[src/rtl/dti_queue_pkg.sv]
// dti_queue_pkg: shared constants and helpers for eot-framed dti stream stages.
// Eot bits sit directly above the payload: level L lives at bit (W_DATA + L),
// so the outermost level is always the MSB of the word.
package dti_queue_pkg;

    // Bit offsets of each eot level above the payload field
    localparam int EOT_LVL0 = 0;
    localparam int EOT_LVL1 = 1;

    // Widest word the packing helper can build
    localparam int EOT_PACK_W = 64;

    // Builds {lvl1, lvl0, data[w_data-1:0]} right-aligned in a 64-bit word.
    // Callers cast the result down to their own word width.
    function automatic logic [EOT_PACK_W-1:0] eot_pack(
        input logic                  lvl1,
        input logic                  lvl0,
        input logic [EOT_PACK_W-1:0] data,
        input int                    w_data
    );
        logic [EOT_PACK_W-1:0] r_word;
        r_word = '0;
        for (int i = 0; i < EOT_PACK_W; i++) begin
            if (i < w_data) begin
                r_word[i] = data[i];
            end else if (i == w_data + EOT_LVL0) begin
                r_word[i] = lvl0;
            end else if (i == w_data + EOT_LVL1) begin
                r_word[i] = lvl1;
            end
        end
        return r_word;
    endfunction

endpackage

[src/rtl/dti.sv]
// dti: valid/ready stream interface carrying one data word.
// A word moves on every rising clk edge where valid and ready are both high.
// valid must not depend on ready; once valid is raised with a word, that word
// and valid are held until the transfer happens.
interface dti #(
    parameter int W = 8
);
    logic         valid;
    logic         ready;
    logic [W-1:0] data;

    modport producer (output valid, output data, input ready);
    modport consumer (input valid, input data, output ready);
endinterface

[src/rtl/dti_skid.sv]
// dti_skid: 2-entry width-generic skid buffer for dti stages.
// o_ready comes only from the occupancy register, so the upstream ready has no
// combinational path from i_ready. With i_ready held high the buffer sits at
// one entry and passes one word per cycle with one cycle of latency.
module dti_skid #(
    parameter int W = 8
) (
    input  logic         clk,
    input  logic         rst,
    input  logic         i_valid,
    output logic         o_ready,
    input  logic [W-1:0] i_data,
    output logic         o_valid,
    input  logic         i_ready,
    output logic [W-1:0] o_data
);

    logic [W-1:0] r_mem [2];
    logic         r_wr_ptr;
    logic         r_rd_ptr;
    logic [1:0]   r_count;
    logic         w_push;
    logic         w_pop;

    assign o_ready = (r_count != 2'd2);
    assign o_valid = (r_count != 2'd0);
    assign o_data  = r_mem[r_rd_ptr];
    assign w_push  = i_valid & o_ready;
    assign w_pop   = o_valid & i_ready;

    // Pointer and occupancy bookkeeping; reset drops any buffered words
    always_ff @(posedge clk) begin
        if (rst) begin
            r_wr_ptr <= 1'b0;
            r_rd_ptr <= 1'b0;
            r_count  <= 2'd0;
        end else begin
            if (w_push) begin
                r_wr_ptr <= ~r_wr_ptr;
            end
            if (w_pop) begin
                r_rd_ptr <= ~r_rd_ptr;
            end
            case ({w_push, w_pop})
                2'b10:   r_count <= r_count + 2'd1;
                2'b01:   r_count <= r_count - 2'd1;
                default: r_count <= r_count;
            endcase
        end
    end

    // Storage needs no reset: entries are only read while counted as valid
    always_ff @(posedge clk) begin
        if (w_push) begin
            r_mem[r_wr_ptr] <= i_data;
        end
    end

endmodule

[src/rtl/chop.sv]
// chop: splits each eot-terminated input transaction into chunks of cfg items.
// dout = {eot[1], eot[0], data}: eot[0] closes each chunk (or the transaction),
// eot[1] copies the input eot. cfg is held for a whole transaction and is
// consumed on the item that carries the input eot.
// Build option CHOP_OUT_REG_EN: drive dout from a 2-entry skid buffer
// (1-cycle latency, din.ready independent of dout.ready). Without it the
// datapath is purely combinational with zero latency.
module chop
    import dti_queue_pkg::*;
(
    input logic  clk,
    input logic  rst,
    dti.consumer cfg,
    dti.consumer din,
    dti.producer dout
);

    localparam int W_DATA = $bits(din.data) - 1;
    localparam int W_CFG  = $bits(cfg.data);

    logic              w_in_eot;
    logic [W_DATA-1:0] w_in_data;
    logic [W_CFG-1:0]  r_cnt;
    logic [W_CFG-1:0]  w_cnt_next;
    logic              w_eot0;
    logic              w_in_valid;
    logic              w_din_ready;
    logic              w_accept;
    logic [W_DATA+1:0] w_out_word;

    assign w_in_eot  = din.data[W_DATA];
    assign w_in_data = din.data[W_DATA-1:0];

    // Wraps modulo 2^W_CFG, so cfg = 0 closes a chunk every 2^W_CFG items
    assign w_cnt_next = r_cnt + W_CFG'(1);
    assign w_eot0     = (w_cnt_next == cfg.data) | w_in_eot;

    assign w_out_word = (W_DATA + 2)'(eot_pack(w_in_eot, w_eot0,
                                               EOT_PACK_W'(w_in_data), W_DATA));

    // Reset is folded into the handshakes so nothing is accepted, emitted or
    // consumed from cfg while rst is high.
    assign w_in_valid = din.valid & cfg.valid & ~rst;
    assign w_accept   = din.valid & w_din_ready;
    assign din.ready  = w_din_ready;
    assign cfg.ready  = w_accept & w_in_eot;

    // Item counter: advances on every accepted item, restarts after a chunk end
    always_ff @(posedge clk) begin
        if (rst) begin
            r_cnt <= '0;
        end else if (w_accept) begin
            if (w_eot0) begin
                r_cnt <= '0;
            end else begin
                r_cnt <= w_cnt_next;
            end
        end
    end

`ifdef CHOP_OUT_REG_EN
    logic w_skid_in_ready;

    dti_skid #(
        .W (W_DATA + 2)
    ) u_skid (
        .clk     (clk),
        .rst     (rst),
        .i_valid (w_in_valid),
        .o_ready (w_skid_in_ready),
        .i_data  (w_out_word),
        .o_valid (dout.valid),
        .i_ready (dout.ready),
        .o_data  (dout.data)
    );

    // Ready depends only on the skid occupancy register, never on dout.ready
    assign w_din_ready = cfg.valid & w_skid_in_ready & ~rst;
`else
    assign w_din_ready = cfg.valid & dout.ready & ~rst;
    assign dout.valid  = w_in_valid;
    assign dout.data   = w_out_word;
`endif

endmodule

[src/flat_wrapper.sv]
// flat-port wrapper written by rule: the top's interface ports become plain ports
module chop_flat import dti_queue_pkg::*;
  (clk, rst, cfg_valid, cfg_data, cfg_ready, din_valid, din_data, din_ready, dout_valid, dout_data, dout_ready);
  dti #(.W(3)) cfg_i ();
  dti #(.W((8)+1)) din_i ();
  dti #(.W(((8) + 2))) dout_i ();
  input logic clk;
  input logic rst;
  input wire logic [$bits(cfg_i.valid)-1:0] cfg_valid;
  input wire logic [$bits(cfg_i.data)-1:0] cfg_data;
  output wire logic [$bits(cfg_i.ready)-1:0] cfg_ready;
  input wire logic [$bits(din_i.valid)-1:0] din_valid;
  input wire logic [$bits(din_i.data)-1:0] din_data;
  output wire logic [$bits(din_i.ready)-1:0] din_ready;
  output wire logic [$bits(dout_i.valid)-1:0] dout_valid;
  output wire logic [$bits(dout_i.data)-1:0] dout_data;
  input wire logic [$bits(dout_i.ready)-1:0] dout_ready;
  assign cfg_i.valid = cfg_valid;
  assign cfg_i.data = cfg_data;
  assign cfg_ready = cfg_i.ready;
  assign din_i.valid = din_valid;
  assign din_i.data = din_data;
  assign din_ready = din_i.ready;
  assign dout_valid = dout_i.valid;
  assign dout_data = dout_i.data;
  assign dout_i.ready = dout_ready;
  chop u_core (.clk(clk), .rst(rst), .cfg(cfg_i), .din(din_i), .dout(dout_i));
endmodule
[config.mk]
export PLATFORM = sky130hd
export DESIGN_NAME = chop_flat
export DESIGN_NICKNAME = d
export VERILOG_FILES = /design/src/rtl/dti_queue_pkg.sv /design/src/rtl/dti.sv /design/src/rtl/dti_skid.sv /design/src/rtl/chop.sv /design/src/flat_wrapper.sv
export SDC_FILE = /design/constraint.sdc
export NUM_CORES = 1
export LEC_CHECK = 0
export ABC_AREA = 1
export ABC_CLOCK_PERIOD_IN_PS = 3600
export CORE_AREA = 2 2 39 41
export CTS_CLUSTER_SIZE = 25
export DETAILED_ROUTE_END_ITERATION = 8
export DIE_AREA = 0 0 41 43
export PLACE_DENSITY_LB_ADDON = 0.12
export SYNTH_ARGS = -nofsm -noshare
export SYNTH_HDL_FRONTEND = slang
export SYNTH_SLANG_ARGS = --single-unit
[constraint.sdc]
create_clock -name clk -period 3.6 [get_ports clk]
set_input_delay 0.72 -clock clk [delete_from_list [all_inputs] [get_ports clk]]
set_output_delay 0.72 -clock clk [all_outputs]
set_load 0.005 [all_outputs]
---- After elaboration in Yosys (flattened, before gate mapping) ----
Cells that the tools add are included.
operators by class
  add/subtract/negate cells ............... 1
  equal/unequal tests ..................... 1
  muxes and demuxes ....................... 1
  bitwise gates (word level) .............. 8
operators by type and width
  operator                                     number
  bitwise AND 1 bit                            6
  adder 3 x 1 -> 3 bit, second input constant  1
  equality test 3 bit                          1
  2-to-1 mux 3 bit                             1
  inverter 1 bit                               1
  OR 1 bit                                     1
word-level totals
  register bits ........................... 3
  logic and storage cells ................. 12

---- Longest topological paths before layout ----
Gate-level depths: netlist (run 1).
  depth in word-level cells ............... 4
  depth in mapped cells ................... 8
  mapped depth without buffers ............ 8

---- Worst setup path before layout (run 1) ----
No wires, ideal clock.
  kind .................................... input to output
  start ................................... in cfg_data[1]
  end ..................................... out dout_data[8]
  data arrival time ....................... 1181 ps
  path slack .............................. 1699 ps
  stages on the path ...................... 7
  buffers on the path ..................... 1
  cell sequence ........................... inv_1 > nand2_1 > nand2_1 > nor2_1 > nand3_2 > nand2_1 > buf_4
between the ends
  cells in the longest elaborated chain, start to end .. 2
ends and longest elaborated chain
  item                 line                RTL
  from (decl)          flat_wrapper.sv:10  input wire logic [$bits(cfg_i.data)-1:0] cfg_data;
  equality test 3 bit  chop.sv:36          assign w_eot0 = (w_cnt_next == cfg.data) | w_in_eot;
  OR 1 bit             chop.sv:36
  to (decl)            flat_wrapper.sv:16  output wire logic [$bits(dout_i.data)-1:0] dout_data;
No other way between the ends.

---- Worst setup path after layout (run 1) ----
Same ends and word-level chain as after synthesis.

==> run summary, run 1 <==
I/O Buffers -> 13
Cells on Worst Hold Path -> 2
CTS Root Cell -> clkbuf_4
Setup Skew -> 0.001421 ns
initial antenna violation count -> 0
First-pass DRT Iterations -> 2
first-pass GRT wire length -> 1.062 mm
startpoint types -> primary input
critical path required time -> 2.88 ns
drt via density -> 3.935
r2r worst-path depth -> 8
total power -> 0.0001193 W
post-layout minimum cycle time -> 2.835 ns
Worst setup EP type -> primary output
MaxCap Viol Count -> 0
Slew HR -> 87.58%
CP bufs+invs -> 3
prevailing post-synth register cell -> dfxtp_1
post-synthesis sequential area ratio -> 18.60%
fmax -> 0.3527 GHz
utilization after layout -> 30.65%
post-synth net total -> 72
FP Rows -> 14
full die area -> 1763 sq um
largest buffer count on any clock path -> 2
synthesized instance count -> 54
DRT antenna net count -> 0
CP Max Fanout -> 4
top cell type's share of synthesized area -> 23.26%
most area-hungry cell type in the Yosys netlist -> buf_4
terminus of the critical flop-to-flop path -> u_core.r_cnt[0]
core area -> 1384 sq um
flops & latches, synth -> 3
slowest stage cell, crit path -> clkdlybuf4s50_1
hpwl dp -> 523.1 um
grt ovf -> 0
I/O pins -> 30
largest registers -> u_core.r_cnt (3)
post-synthesis instance area -> 322.8 sq um
Initial Utilization -> 23.33%
R2R Path Start -> u_core.r_cnt[0]
Worst Tran Pin Value -> 0.1861 ns
# diodes -> 0
worst-path cell chain -> clkdlybuf4s50_1 -> inv_1 -> nand2_1 -> nand2_1 -> nor2_1 -> nand3_2 -> nand2_1 -> clkdlybuf4s50_1
CTS Buf Count -> 3
status -> completed
worst hold path class -> reg -> reg
Max VDD drop -> 191.2 uV
Avg Cell Area, Syn -> 5.978 sq um
WL per Instance -> 7.896 um
WHS Endpoint -> u_core.r_cnt[1]
Post-Route WL -> 608 um
CTS Sinks -> 3
synthesis warning total -> 0
Final Cycle Share -> 78.75%
CP peak stage delay -> 0.49 ns
pin count of the biggest net entering global routing -> 6
global placement routability congestion -> 0.6002
Die X -> 41 um
clock latency on the worst-skew pair -> 0.23 ns
Post-CTS Setup Inserts -> 0
CTS H-tree lvls -> 1
endpoints failing setup -> 0
Crit Path Class -> in -> out
Biggest register -> u_core.r_cnt
Vias -> 303
CTS Hold Bufs -> 0
most numerous cell in the Yosys netlist -> nand2_1
CTS tree -> yes
Post-synth EDFFs -> 0
P_leak -> 0.1920 nW
Final Hold Fails -> 0
crit-path most repeated cell -> nand2_1
max reg flops -> 3
Clk pin slew, worst setup/hold paths -> 0.03 ns
max-slew violations -> 0
asr flop ratio synth -> 0%
setup tns final -> 0 ns
Die Y -> 43 um
r2r setup slk -> 2.29 ns
Starting DRT DRC Count -> 2
Critical Path AT -> 2.12 ns
vias in the first global route -> 294
Cell Pwr Density -> 281.2 nW/um^2
post-cts resize count -> 0
count of cell types in the netlist -> 14
HP Start -> u_core.r_cnt[1]
DR DRC count -> 0
Overall Global Routing Usage -> 8.818%
share of post-route cells with drive strength above 1 -> 13.11%
top cells by area, synth -> buf_4, dfxtp_1, nand2_1, inv_1, nand3_1
CP delay by family, top -> buffers and inverters
RSZ-0062 raised after global routing -> no
top cells by count, synth -> nand2_1, buf_4, inv_1, nand3_1
fin nets -> 80
Area Overhead vs Synth -> 31.40%
-- cell type report --
| type | count | area, sq um |
|---|---|---|
| Multi-Input combinational cell | 31 | 150.1 |
| Inverter | 10 | 37.54 |
| Clock buffer | 4 | 26.28 |
| Tap cell | 16 | 20.02 |
| Sequential cell | 3 | 60.06 |
| Fill cell | 152 | 959.7 |
| Timing Repair Buffer | 13 | 130.1 |
-- per-stage QoR --
stage / hold slack (ns) / instance area (sq um) / setup slack (ns) / std cells
finish: 0.5297 / 424.2 / 0.7650 / 77
detailed placement: 0.5330 / 397.9 / 0.7563 / 73
global route: 0.5512 / 424.2 / 0.6681 / 77
floorplan: 0.4901 / 322.8 / 1.699 / 54
CTS: 0.5424 / 424.2 / 0.7571 / 77
global placement: 0.5262 / 397.9 / 0.7722 / 73
-- cell families after synthesis --
| family | share of synthesized area, % |
|---|---|
| adders and majority gates | 3.875 |
| AOI/OAI and AO/OA | 7.751 |
| DFF | 18.61 |
| and+or+nand+nor | 34.88 |
| buffers and inverters | 34.88 |
-- routing by layer --
metal	track usage, %	part of all wire [%]	vias up	wire [um]
met5	0	0	-	0
met4	0	0	0	0
met3	8.377	14	0	88
met2	14.06	44	17	270
met1	8.626	41	119	249
li1	-	-	167	-
-- cell usage in the layout, fill, tap and decap left out --
cell type,n
nand2_1,14
clkinv_1,1
nor2_2,2
clkbuf_4,3
nor2_1,3
ha_1,1
nand3_2,1
inv_1,8
clkbuf_1,1
dfxtp_1,3
nand2_2,1
nand3_1,4
o21ai_1,2
a21oi_1,3
clkdlybuf4s50_1,13
inv_2,1
-- power by group --
group          internal, W  switching, W
Clock            0.0000414     0.0000160
Combinational    0.0000159     0.0000106
Sequential       0.0000344   0.000000874
Total            0.0000918     0.0000275
-- worst register-to-register path, delay by kind of cell (launching register included) --
family | cells | cell delay (ns)
simple gates | 5 | 0.42
flops | 1 | 0.34
fa+ha+maj | 1 | 0.33
compound gates | 1 | 0.06
buf+inv | 1 | 0.05
-- worst max path at each step --
stage	from	to	depth (start not counted)
after global routing	cfg_data[0]	dout_data[8]	8
after global placement	cfg_data[0]	dout_data[8]	8
after floorplan	cfg_data[1]	dout_data[8]	7
after detailed placement	cfg_data[1]	dout_data[8]	8
after CTS	cfg_data[1]	dout_data[8]	8
final	cfg_data[1]	dout_data[8]	8
Note: power is estimated with default switching activity, not from simulation.
==> inputs of run 2 (changes only) <==
- ABC_CLOCK_PERIOD_IN_PS: 3600 -> 2830
- clock period: 3.6 -> 2.83 ns (I/O delays scaled with it)
==> run 2 against run 1 <==
Net effect:
- clock power is 30% higher
- core utilization stayed put
- largest cell class unchanged
- highest routed layer unchanged
- first-iteration DRC count grew to 2.5 times the previous value
- hold slack worse by 0.0012 ns
- count of clock-buffer cells in the layout stayed put
==> run summary, run 2 (synthesis results as in run 1) <==
status -> completed
Worst setup EP type -> primary output
Switching Share -> 23.79%
# diodes -> 0
HP Start -> u_core.r_cnt[1]
R2R Path Start -> u_core.r_cnt[0]
most frequent cells in the layout -> nand2_1, clkdlybuf4s50_1, inv_1
clock latency on the worst-skew pair -> 0.23 ns
CTS Buf Count -> 3
fin nets -> 80
Final Cycle Share -> 89.07%
FP Rows -> 14
initial antenna violation count -> 0
max reg flops -> 3
fillcell total -> 157
MaxCap Viol Count -> 0
Area Overhead vs Synth -> 31.40%
Reg power frac -> 29.3%
CTS H-tree lvls -> 1
I/O pins -> 30
r2r worst-path depth -> 8
Place WS -> 0.2875 ns
First-pass DRT Iterations -> 2
full die area -> 1763 sq um
vias in the first global route -> 282
largest registers -> u_core.r_cnt (3)
Die X -> 41 um
Clk pin slew, worst setup/hold paths -> 0.03 ns
part of the power in the clock network -> 48.8%
post-layout minimum cycle time -> 2.521 ns
max-slew violations -> 0
combinational share of power -> 21.9%
Max VDD drop -> 184.1 uV
sw power -> 0.00003648 W
most common cell after layout, fill and taps aside -> nand2_1
core area -> 1384 sq um
CTS Root Cell -> clkbuf_4
first-pass GRT wire length -> 1.007 mm
CP peak stage delay -> 0.49 ns
largest buffer count on any clock path -> 2
crit-path most repeated cell -> nand2_1
terminus of the critical flop-to-flop path -> u_core.r_cnt[0]
Final Hold Fails -> 0
r2r setup slk -> 1.50 ns
CP Max Fanout -> 4
CTS Sinks -> 3
slowest stage cell, crit path -> clkdlybuf4s50_1
pin count of the biggest net entering global routing -> 6
P_leak -> 0.1920 nW
Biggest register -> u_core.r_cnt
Cells on Worst Hold Path -> 2
CTS Hold Bufs -> 0
setup tns final -> 0 ns
Final WS setup -> 0.3094 ns
critical path required time -> 2.26 ns
drt via density -> 3.805
Post-CTS Setup Inserts -> 0
Critical Path AT -> 1.95 ns
Die Y -> 43 um
Setup Skew -> 0.003658 ns
CTS tree -> yes
grt ovf -> 0
WHS Endpoint -> u_core.r_cnt[1]
RSZ-0062 raised after global routing -> no
startpoint types -> primary input
DRT antenna net count -> 0
Worst Tran Pin Value -> 0.1844 ns
Slew HR -> 87.69%
WL per Instance -> 7.714 um
worst hold path class -> reg -> reg
DR DRC count -> 0
share of post-route cells with drive strength above 1 -> 13.11%
Post-Route WL -> 594 um
post-cts resize count -> 0
endpoints failing setup -> 0
I/O Buffers -> 13
global placement routability congestion -> 0.6191
worst-path cell chain -> clkdlybuf4s50_1 -> inv_1 -> nand2_1 -> nand2_1 -> nor2_1 -> nand3_2 -> nand2_1 -> clkdlybuf4s50_1
Starting DRT DRC Count -> 5
Cell Pwr Density -> 361.5 nW/um^2
hpwl dp -> 509 um
Vias -> 293
Overall Global Routing Usage -> 8.517%
fmax -> 0.3967 GHz
Initial Utilization -> 23.33%
Pint -> 0.0001169 W
Crit Path Class -> in -> out
==> run 2: cell counts in the layout (fill, tap and decap cells not counted) <==
Identical to the previous run, type by type.
==> run 2: power groups by stage <==
stage / clock (W) / sequential [W] / combinational, W
floorplan: 0 / 0.0000452 / 0.0000250
global placement: 0 / 0.0000456 / 0.0000343
detailed placement: 0 / 0.0000456 / 0.0000340
CTS: 0.0000798 / 0.0000450 / 0.0000341
global route: 0.0000861 / 0.0000450 / 0.0000380
finish: 0.0000749 / 0.0000449 / 0.0000335
==> run 2: layout make-up <==
cell class,count,area (sq um),area share (%)
Timing Repair Buffer,13,130.1,30.68
Sequential cell,3,60.06,14.16
Clock buffer,4,26.28,6.195
Tap cell,16,20.02,4.720
Multi-Input combinational cell,31,150.1,35.40
Inverter,10,37.54,8.850
==> run 2: worst max-delay path, delay by kind of cell <==
kind / cells / cell delay [ns]
and+or+nand+nor: 5 / 0.38
buffers and inverters: 3 / 1.00
==> run 2: how the worst max path moves through the flow <==
stage / start / to
2_1_floorplan: u_core.r_cnt[0] / dout_data[8]
3_3_place_gp: cfg_data[0] / dout_data[8]
3_5_place_dp: cfg_data[1] / dout_data[8]
4_1_cts: cfg_data[1] / dout_data[8]
5_1_grt: cfg_data[1] / dout_data[8]
6_report: cfg_data[1] / dout_data[8]
==> run 2: layer usage <==
| metal | up-vias | track usage (%) | part of all wire [%] |
|---|---|---|---|
| met3 | 0 | 6.806 | 11 |
| met1 | 109 | 8.946 | 44 |
| met5 | - | 0 | 0 |
| met4 | 0 | 2.000 | 0 |
| li1 | 167 | - | - |
| met2 | 17 | 12.81 | 45 |
==> run 2: stage by stage <==
| stage | power (W) | hold WS, ns | cell area, sq um | std cells | util, % |
|---|---|---|---|---|---|
| after global placement | 0.00007996 | 0.5311 | 397.9 | 73 | 28.75 |
| after detailed placement | 0.00007961 | 0.5292 | 397.9 | 73 | 28.75 |
| after floorplan | 0.00007015 | 0.4901 | 322.8 | 54 | - |
| final | 0.0001533 | 0.5286 | 424.2 | 77 | 30.65 |
| after CTS | 0.0001589 | 0.5366 | 424.2 | 77 | 30.65 |
| after global routing | 0.0001691 | 0.5580 | 424.2 | 77 | 30.65 |
==> inputs of run 3 (changes only) <==
- ABC_CLOCK_PERIOD_IN_PS: 2830 -> 3200
- clock period: 2.83 -> 3.2 ns (I/O delays scaled with it)
==> run 3 against run 2 <==
Net effect:
- register-to-register slack better by 0.39 ns
- wire length is 4.0% higher
- count of clock-buffer cells in the layout stayed put
- sequential share of layout area stayed put
- worst setup slack better by 0.23 ns
- sequential power is 12% lower
- first-iteration DRC count is 60% lower
- combinational power is 12% lower
- die area stayed put
- hold slack better by 0.0014 ns
- via count is 1.7% higher
- core utilization stayed put
- critical endpoint unchanged
- highest routed layer unchanged
==> run summary, run 3 (synthesis results as in run 1) <==
largest buffer count on any clock path -> 2
worst-path cell chain -> clkdlybuf4s50_1 -> inv_1 -> nand2_1 -> nand2_1 -> nor2_1 -> nand3_2 -> nand2_1 -> clkdlybuf4s50_1
Overall Global Routing Usage -> 8.709%
# diodes -> 0
most common cell after layout, fill and taps aside -> nand2_1
startpoint types -> primary input
FP Rows -> 14
slowest stage cell, crit path -> clkdlybuf4s50_1
setup tns final -> 0 ns
status -> completed
Die X -> 41 um
Vias -> 298
sw power -> 0.00003185 W
largest registers -> u_core.r_cnt (3)
CTS Sinks -> 3
Slew HR -> 87.55%
max reg flops -> 3
Starting DRT DRC Count -> 2
Switching Share -> 23.57%
Die Y -> 43 um
Placed Area -> 397.9 sq um
Post-CTS Setup Inserts -> 0
first-pass GRT wire length -> 1.055 mm
combinational share of power -> 21.9%
drt via density -> 3.870
post-layout minimum cycle time -> 2.663 ns
utilization after layout -> 30.65%
r2r setup slk -> 1.89 ns
CP Max Fanout -> 4
fin nets -> 80
CTS Root Cell -> clkbuf_4
MaxCap Viol Count -> 0
critical path required time -> 2.56 ns
Worst Tran Pin Value -> 0.1864 ns
CTS Buf Count -> 3
Crit Path Class -> in -> out
CP peak stage delay -> 0.49 ns
CTS H-tree lvls -> 1
design area -> 424.2 sq um
clock latency on the worst-skew pair -> 0.23 ns
Clk pin slew, worst setup/hold paths -> 0.04 ns
I/O pins -> 30
Reg power frac -> 29.4%
CTS Hold Bufs -> 0
most frequent cells in the layout -> nand2_1, clkdlybuf4s50_1, inv_1
part of the power in the clock network -> 48.7%
Final Hold Fails -> 0
core area -> 1384 sq um
share of post-route cells with drive strength above 1 -> 13.11%
DR DRC count -> 0
hpwl dp -> 526 um
global placement routability congestion -> 0.5997
Final Cycle Share -> 83.20%
I/O Buffers -> 13
initial antenna violation count -> 0
Max VDD drop -> 87.13 uV
endpoints failing setup -> 0
Area Overhead vs Synth -> 31.40%
Biggest register -> u_core.r_cnt
grt ovf -> 0
Initial Utilization -> 23.33%
DRT antenna net count -> 0
max-slew violations -> 0
First-pass DRT Iterations -> 2
P_leak -> 0.1920 nW
RSZ-0062 raised after global routing -> no
full die area -> 1763 sq um
fmax -> 0.3756 GHz
vias in the first global route -> 270
Cell Pwr Density -> 318.7 nW/um^2
crit-path most repeated cell -> nand2_1
post-cts resize count -> 0
Worst setup EP type -> primary output
worst hold path class -> reg -> reg
CTS tree -> yes
Setup Skew -> 0.00006228 ns
WL per Instance -> 8.026 um
Pint -> 0.0001033 W
pin count of the biggest net entering global routing -> 6
Critical Path AT -> 2.02 ns
Post-Route WL -> 618 um
==> run 3: cell counts in the layout (fill, tap and decap cells not counted) <==
Identical to the previous run, type by type.
==> run 3: metrics by stage <==
stage	setup slack, ns	total power (W)	hold WS [ns]	instances
6_report	0.5375	0.0001352	0.5300	77
5_1_grt	0.3784	0.0001493	0.5476	77
4_1_cts	0.5177	0.0001407	0.5340	77
3_5_place_dp	0.5178	0.00007037	0.5220	73
3_3_place_gp	0.5169	0.00007057	0.5314	73
2_1_floorplan	1.440	0.00006204	0.4901	54
==> run 3: power by group through the flow <==
| stage | Combinational (W) | Sequential (W) | Clock (W) |
|---|---|---|---|
| 2_1_floorplan | 0.0000221 | 0.0000400 | 0 |
| 3_3_place_gp | 0.0000302 | 0.0000404 | 0 |
| 3_5_place_dp | 0.0000300 | 0.0000404 | 0 |
| 4_1_cts | 0.0000301 | 0.0000398 | 0.0000707 |
| 5_1_grt | 0.0000340 | 0.0000398 | 0.0000755 |
| 6_report | 0.0000296 | 0.0000397 | 0.0000659 |
==> run 3: layout make-up <==
class                      instances  area [sq um]
inverter                          10         37.54
tap                               16         20.02
timing repair buffer              13         130.1
clock buffer                       4         26.28
multi-input combinational         31         150.1
sequential                         3         60.06
fill                             162         959.7
==> run 3: final timing paths <==
path / cells after the start / from / endpoint
worst max-delay path: 8 / cfg_data[0] / dout_data[8]
worst min-delay path: 2 / u_core.r_cnt[1] / u_core.r_cnt[1]
worst max register to register: 8 / u_core.r_cnt[0] / u_core.r_cnt[0]
worst min register to register: 2 / u_core.r_cnt[1] / u_core.r_cnt[1]
==> run 3: worst max-delay path, delay by kind of cell <==
kind | cells | cell delay [ns]
simple gates | 5 | 0.38
buf+inv | 3 | 1.00
==> run 3: per-layer routing <==
metal,vias up,share of wire (%),GRT usage [%],routed length [um]
li1,167,-,-,-
met4,0,0,2.000,0
met3,0,11,5.759,65
met1,114,43,10.19,264
met2,17,47,12.81,288
met5,-,0,0,0
